--- src/rtl/spi_slave_if.sv ---
// Byte-level user bus between spi_slave and the FPGA fabric.
// The slave modport is the SPI responder side; the master modport is the user logic side.
interface spi_slave_if;
    logic       RX_DV;
    logic [7:0] RX_Byte;
    logic       TX_DV;
    logic [7:0] TX_Byte;
    logic       TX_Ready;
    logic       Overrun;

    modport slave (
        output RX_DV, RX_Byte, TX_Ready, Overrun,
        input  TX_DV, TX_Byte
    );

    modport master (
        input  RX_DV, RX_Byte, TX_Ready, Overrun,
        output TX_DV, TX_Byte
    );
endinterface

--- src/rtl/spi_slave.sv ---
// SPI responder oversampled on i_Clk: MSB-first byte receive with one-cycle valid pulse,
// and a one-deep holding register feeding the MISO shift register.
module spi_slave #(
    parameter int unsigned SPI_MODE    = 3,
    parameter int unsigned SYNC_STAGES = 2,
    parameter logic [7:0]  DEFAULT_TX  = 8'hFF
) (
    input  logic       i_Clk,
    input  logic       i_Rst,
    spi_slave_if.slave io_bus,
    input  logic       i_SPI_Clk,
    input  logic       i_SPI_CS_n,
    input  logic       i_SPI_MOSI,
    output logic       o_SPI_MISO,
    output logic       o_SPI_MISO_En
);
    localparam bit CPOL        = ((SPI_MODE / 2) % 2) == 1;
    localparam bit CPHA        = (SPI_MODE % 2) == 1;
    localparam bit SAMPLE_RISE = (CPOL == CPHA);

    typedef enum logic {StIdle, StActive} state_t;

    state_t                 r_state;
    logic [SYNC_STAGES-1:0] r_clk_sync;
    logic [SYNC_STAGES-1:0] r_cs_sync;
    logic [SYNC_STAGES-1:0] r_mosi_sync;
    logic                   r_clk_prev;
    logic [2:0]             r_bit_cnt;
    logic [7:0]             r_rx_shift;
    logic [7:0]             r_rx_byte;
    logic                   r_rx_dv;
    logic [7:0]             r_tx_shift;
    logic [7:0]             r_hold;
    logic                   r_tx_ready;
    logic                   r_overrun;
    logic                   r_miso;
    logic                   r_miso_en;

    logic       w_sclk;
    logic       w_cs_n;
    logic       w_mosi;
    logic       w_rise;
    logic       w_fall;
    logic       w_sample;
    logic       w_drive;
    logic       w_load;
    logic       w_tx_wr;
    logic [7:0] w_load_byte;

    always_comb begin
        w_sclk      = r_clk_sync[SYNC_STAGES-1];
        w_cs_n      = r_cs_sync[SYNC_STAGES-1];
        w_mosi      = r_mosi_sync[SYNC_STAGES-1];
        w_rise      = w_sclk & ~r_clk_prev;
        w_fall      = ~w_sclk & r_clk_prev;
        w_sample    = SAMPLE_RISE ? w_rise : w_fall;
        w_drive     = SAMPLE_RISE ? w_fall : w_rise;
        w_load      = ~w_cs_n & ((r_state == StIdle) |
                                 ((r_state == StActive) & w_sample & (r_bit_cnt == 3'd7)));
        w_tx_wr     = io_bus.TX_DV & r_tx_ready;
        w_load_byte = r_tx_ready ? DEFAULT_TX : r_hold;
    end

    always_ff @(posedge i_Clk or posedge i_Rst) begin
        if (i_Rst) begin
            r_state     <= StIdle;
            r_clk_sync  <= {SYNC_STAGES{CPOL}};
            r_cs_sync   <= {SYNC_STAGES{1'b1}};
            r_mosi_sync <= '0;
            r_clk_prev  <= CPOL;
            r_bit_cnt   <= 3'd0;
            r_rx_shift  <= 8'h00;
            r_rx_byte   <= 8'h00;
            r_rx_dv     <= 1'b0;
            r_tx_shift  <= 8'h00;
            r_hold      <= 8'h00;
            r_tx_ready  <= 1'b1;
            r_overrun   <= 1'b0;
            r_miso      <= 1'b1;
            r_miso_en   <= 1'b0;
        end else begin
            r_clk_sync  <= {r_clk_sync[SYNC_STAGES-2:0], i_SPI_Clk};
            r_cs_sync   <= {r_cs_sync[SYNC_STAGES-2:0], i_SPI_CS_n};
            r_mosi_sync <= {r_mosi_sync[SYNC_STAGES-2:0], i_SPI_MOSI};
            r_clk_prev  <= w_sclk;
            r_rx_dv     <= 1'b0;

            // A load reads the holding register before this cycle's write lands.
            if (w_tx_wr) begin
                r_hold     <= io_bus.TX_Byte;
                r_tx_ready <= 1'b0;
            end else if (w_load && !r_tx_ready) begin
                r_tx_ready <= 1'b1;
            end
            if (io_bus.TX_DV && !r_tx_ready) begin
                r_overrun <= 1'b1;
            end

            case (r_state)
                StIdle: begin
                    if (!w_cs_n) begin
                        r_state   <= StActive;
                        r_miso_en <= 1'b1;
                        r_bit_cnt <= 3'd0;
                    end
                end
                StActive: begin
                    if (w_cs_n) begin
                        r_state    <= StIdle;
                        r_miso_en  <= 1'b0;
                        r_miso     <= 1'b1;
                        r_bit_cnt  <= 3'd0;
                        r_rx_shift <= 8'h00;
                    end else if (w_sample) begin
                        r_rx_shift <= {r_rx_shift[6:0], w_mosi};
                        r_bit_cnt  <= r_bit_cnt + 3'd1;
                        if (r_bit_cnt == 3'd7) begin
                            r_rx_byte <= {r_rx_shift[6:0], w_mosi};
                            r_rx_dv   <= 1'b1;
                        end
                    end else if (w_drive && (CPHA || r_bit_cnt != 3'd0)) begin
                        // CPHA=0 already shows the MSB at load, so skip the drive edge after it.
                        r_miso     <= r_tx_shift[7];
                        r_tx_shift <= {r_tx_shift[6:0], 1'b0};
                    end
                end
                default: r_state <= StIdle;
            endcase

            if (w_load) begin
                if (CPHA) begin
                    r_tx_shift <= w_load_byte;
                end else begin
                    r_miso     <= w_load_byte[7];
                    r_tx_shift <= {w_load_byte[6:0], 1'b0};
                end
            end
        end
    end

    assign io_bus.RX_DV    = r_rx_dv;
    assign io_bus.RX_Byte  = r_rx_byte;
    assign io_bus.TX_Ready = r_tx_ready;
    assign io_bus.Overrun  = r_overrun;
    assign o_SPI_MISO      = r_miso;
    assign o_SPI_MISO_En   = r_miso_en;
endmodule

--- src/flat_wrapper.sv ---
// flat-port wrapper written by rule: the top's interface ports become plain ports
module spi_slave_flat 
#(
    parameter int unsigned SPI_MODE    = 3,
    parameter int unsigned SYNC_STAGES = 2,
    parameter logic [7:0]  DEFAULT_TX  = 8'hFF
)
  (i_Clk, i_Rst, i_SPI_Clk, i_SPI_CS_n, i_SPI_MOSI, o_SPI_MISO, o_SPI_MISO_En, io_bus_RX_DV, io_bus_RX_Byte, io_bus_TX_Ready, io_bus_Overrun, io_bus_TX_DV, io_bus_TX_Byte);
  spi_slave_if io_bus_i ();
  input  logic i_Clk;
  input  logic i_Rst;
  input  logic i_SPI_Clk;
  input  logic i_SPI_CS_n;
  input  logic i_SPI_MOSI;
  output logic o_SPI_MISO;
  output logic o_SPI_MISO_En;
  output wire logic [$bits(io_bus_i.RX_DV)-1:0] io_bus_RX_DV;
  output wire logic [$bits(io_bus_i.RX_Byte)-1:0] io_bus_RX_Byte;
  output wire logic [$bits(io_bus_i.TX_Ready)-1:0] io_bus_TX_Ready;
  output wire logic [$bits(io_bus_i.Overrun)-1:0] io_bus_Overrun;
  input wire logic [$bits(io_bus_i.TX_DV)-1:0] io_bus_TX_DV;
  input wire logic [$bits(io_bus_i.TX_Byte)-1:0] io_bus_TX_Byte;
  assign io_bus_RX_DV = io_bus_i.RX_DV;
  assign io_bus_RX_Byte = io_bus_i.RX_Byte;
  assign io_bus_TX_Ready = io_bus_i.TX_Ready;
  assign io_bus_Overrun = io_bus_i.Overrun;
  assign io_bus_i.TX_DV = io_bus_TX_DV;
  assign io_bus_i.TX_Byte = io_bus_TX_Byte;
  spi_slave #(.SPI_MODE(SPI_MODE), .SYNC_STAGES(SYNC_STAGES), .DEFAULT_TX(DEFAULT_TX)) u_core (.i_Clk(i_Clk), .i_Rst(i_Rst), .io_bus(io_bus_i), .i_SPI_Clk(i_SPI_Clk), .i_SPI_CS_n(i_SPI_CS_n), .i_SPI_MOSI(i_SPI_MOSI), .o_SPI_MISO(o_SPI_MISO), .o_SPI_MISO_En(o_SPI_MISO_En));
endmodule
--- config.mk ---
export PLATFORM = sky130hd
export DESIGN_NAME = spi_slave_flat
export DESIGN_NICKNAME = d
export VERILOG_FILES = /design/src/rtl/spi_slave_if.sv /design/src/rtl/spi_slave.sv /design/src/flat_wrapper.sv
export SDC_FILE = /design/constraint.sdc
export NUM_CORES = 1
export LEC_CHECK = 0
export BUFFER_PORTS_ARGS = -buffer_cell sky130_fd_sc_hd__buf_4
export CORE_ASPECT_RATIO = 1.25
export CORE_MARGIN = 4
export CORE_UTILIZATION = 35
export DETAILED_ROUTE_END_ITERATION = 7
export GPL_TIMING_DRIVEN = 0
export PLACE_DENSITY_LB_ADDON = 0.08
export SYNTH_ARGS = -nofsm -noshare
export SYNTH_HDL_FRONTEND = slang
export SYNTH_SLANG_ARGS = --single-unit
--- constraint.sdc ---
create_clock -name i_Clk -period 3.1 [get_ports i_Clk]
set_input_delay 0.62 -clock i_Clk [delete_from_list [all_inputs] [get_ports i_Clk]]
set_output_delay 0.62 -clock i_Clk [all_outputs]
set_load 0.01 [all_outputs]
==> results by group <==
Status
  – Outcome: finished, final reports clean

Clock tree
  – CTS tree: yes
  – Clock tree buffer depth: 2
  – CTS Buf Count: 5
  – # resized after CTS: 0
  – Clk sinks: 47
  – H-tree levels: 2
  – Skew-Pair Late Insertion Delay: between 0.2 and 0.3 ns
  – Postcts setup bufs: 0
  – Clock-pin slew on the worst setup and hold paths: roughly 0.080 ns
  – Clk root buf: clkbuf_8
  – Hold Buf Count CTS: 0

Pwr
  – Design Power: about 1.2 mW
  – Flop pwr share: 0.576
  – Clock network fraction of design power: 0.299
  – Comb power frac: 0.125
  – Pwr per Cell Area: ~550 nW/um^2
  – Leak Pwr: roughly 1.1 nW
  – Pint: roughly 0.94 mW
  – Sw power: around 0.30 mW
  – Switching Fraction: 0.242
  – Peak supply drop: about 270 uV

Logic synthesis
  – Xor/xnor share of the synthesized area: 0
  – Simple-gate share of the synthesized area: 0.0937
  – Post-synthesis adder-cell area fraction: 0.0199
  – Post-synth EDFFs: 0
  – Synthesized Nets: between 150 and 200
  – Ys flop type: dfrtp_1
  – Mean Syn Cell Area: roughly 13 um^2
  – Post-synthesis mux area share: 0.118
  – Main combinational cell family by area after synthesis: multiplexers
  – Synth warnings: 0
  – Post-Synthesis Cells: ~140
  – Compound-Gate Fraction of Synth Area: 0.107
  – Post-synthesis async set-or-reset flop share: 1.00
  – FF+latch count, synth: 47
  – Post-synthesis cell type count: 29
  – Mapped cell area: between 1500 and 2000 um^2
  – Seq/Total Area, Yosys: 0.630

Placement
  – I/O Buffers: 26
  – DP HPWL: between 2000 and 2500 um
  – RD Place Congestion: 0.720

Detailed routing
  – DRC errors left: 0
  – Initial DRC Count: 27
  – Via-per-instance ratio: around 5.0
  – Antenna viol nets, final: 0
  – DRT Wirelength: between 3000 and 4000 um
  – Routed WL per cell: ~14 um
  – Vias: ~1200
  – DR pass1 iterations: 4

Finish
  – Nets: roughly 200
  – # fillers: about 500
  – Most common cell after layout, fill and taps aside: dfrtp_1
  – Most frequent cells in the layout: 40 x dfrtp_1, 26 x buf_4, 18 x mux2_2
  – Layout cells sized above 1: 0.380
  – P&R area growth vs syn: 20.4%
  – # diodes: 0

Job
  – Max-cap violations: 0

STA
  – RSZ-0062 raised after global routing: no
  – Min Clock Period, post-route: around 1.8 ns
  – Setup violations, final: 0
  – Slew @ Worst Pin: between 0.5 and 0.6 ns
  – Rel. slew slack: 0.618
  – Max frequency: roughly 540 MHz
  – Clock skew: between 0.006 and 0.007 ns
  – Fin Setup TNS: 0 ns
  – Count of final hold-check violations: 0
  – Max Slew Vio Count: 0
  – Final period util: 0.595

Critical path
  – RR Startpoint: u_core.r_bit_cnt[0]$_DFFE_PP0P_
  – CP Launch Type: flop
  – Worst EP required: 3.30 ns
  – Worst reg2reg path endpoint: u_core.r_tx_shift[7]$_DFFE_PP0P_
  – Reg2Reg Setup Slack: ~1.3 ns
  – R2R depth: 7
  – Max FO, Critical Path: 9
  – CP Class: reg2reg
  – CP Capture Type: flop
  – Crit path DAT: around 2 ns

GRT
  – Antenna violations before repair: 0
  – First-pass GRT wire length: 6060 um
  – Grt ovf: 0
  – Vias in the first global route: roughly 1300
  – GR Util All Layers: 0.116
  – Largest net degree at the start of global routing: 30

Floorplanning
  – Core Region: ~5200 um^2
  – Ports: 27
  – Die Wd: 73.6 um
  – Starting Density: 0.365
  – Row cnt: 29
  – Die Height: approximately 90 um
  – Full die area: around 6600 um^2

Min path
  – Worst hold path type: in2async
## through the flow
step,hold slack [ns],setup slack [ns],instance area [um^2],std cells,util
6_report,0.325,1.26,2270,241,0.440
3_5_place_dp,0.347,1.27,2170,233,0.422
3_3_place_gp,0.335,0.817,2150,232,0.418
2_1_floorplan,0.331,1.38,1880,144,-
5_1_grt,0.348,1.08,2270,241,0.440
4_1_cts,0.331,1.24,2270,241,0.440
## registers in the layout, indices dropped and copies added (netlist names), 2 cells and up
register,count
u_core.io_bus.RX_Byte,8
u_core.r_hold,8
u_core.r_tx_shift,8
u_core.r_rx_shift,7
u_core.r_bit_cnt,3
u_core.r_clk_sync,2
u_core.r_cs_sync,2
u_core.r_mosi_sync,2
## per-layer routing
metal  up-vias  routed length [um]  track usage
li1        575                   -            -
met1       590                1600        0.162
met2        30                1570        0.166
met3         6                 170       0.0357
met4         0                  65       0.0423
met5         -                   0            0
## power by group through the flow
stage          clock network, mW  registers (mW)  logic, mW
4_1_cts                    0.385           0.714      0.158
5_1_grt                    0.414           0.724      0.174
6_report                   0.370           0.713      0.154
3_5_place_dp                   0           0.726      0.158
2_1_floorplan                  0           0.718      0.108
3_3_place_gp                   0           0.722      0.149
## cell families (layout without fill, tap and decap cells)
kind of cell / after synthesis / in the layout
adder cells (fa/ha/maj): 3 / 3
AO/OA/AOI/OAI: 26 / 26
flip-flops: 47 / 47
buffers and inverters: 11 / 46
AND/OR/NAND/NOR: 37 / 37
multiplexers: 20 / 20
## layout make-up
cell class | instances | area [um^2] | share of cell area
flip-flops and latches | 47 | 1180 | 0.523
multi-input cells | 86 | 638 | 0.282
repair buffers | 27 | 215 | 0.0950
clock buffers | 7 | 86.3 | 0.0381
well taps | 62 | 77.6 | 0.0342
plain buffers | 5 | 36.3 | 0.0160
inverters | 6 | 22.5 | 0.00994
clock inverters | 1 | 5.00 | 0.00221
## critical path, stage by stage, from the launching register on
cell	delay, ns
dfrtp_1	0.40
ha_1	0.20
ha_1	0.21
nand3b_1	0.14
a21o_1	0.13
clkbuf_1	0.33
nor3_1	0.12
o31ai_1	0.21
## synthesized netlist by cell type (2+ instances only)
master	count	share of area
dfrtp_1	40	0.53
ha_1	3	0.020
buf_2	2	0.0053
nand2_1	12	0.024
nor2_1	8	0.016
a22o_1	7	0.033
mux2_2	18	0.11
nor3_1	7	0.019
dfstp_2	7	0.098
o31ai_1	5	0.020
inv_1	6	0.012
a21oi_1	4	0.011
nand2b_1	3	0.010
buf_6	2	0.012
nand3_1	2	0.0053
a21o_1	3	0.012
mux2i_1	2	0.011
o31ai_2	2	0.013
## worst max path at each step
stage	start	endpoint	slack, ns	cells past startpoint
floorplan	i_Rst	u_core.io_bus.Overrun$_DFFE_PP0P_	1.38	1
global placement	i_Rst	u_core.io_bus.RX_DV$_DFF_PP0_	0.82	2
detailed placement	u_core.r_bit_cnt[0]$_DFFE_PP0P_	u_core.r_tx_shift[7]$_DFFE_PP0P_	1.27	7
CTS	u_core.r_bit_cnt[0]$_DFFE_PP0P_	u_core.r_tx_shift[7]$_DFFE_PP0P_	1.24	7
global route	u_core.r_bit_cnt[0]$_DFFE_PP0P_	u_core.r_tx_shift[4]$_DFFE_PP0P_	1.08	6
finish	u_core.r_bit_cnt[0]$_DFFE_PP0P_	u_core.r_tx_shift[7]$_DFFE_PP0P_	1.26	7
Power figures use the tool's default switching activity.
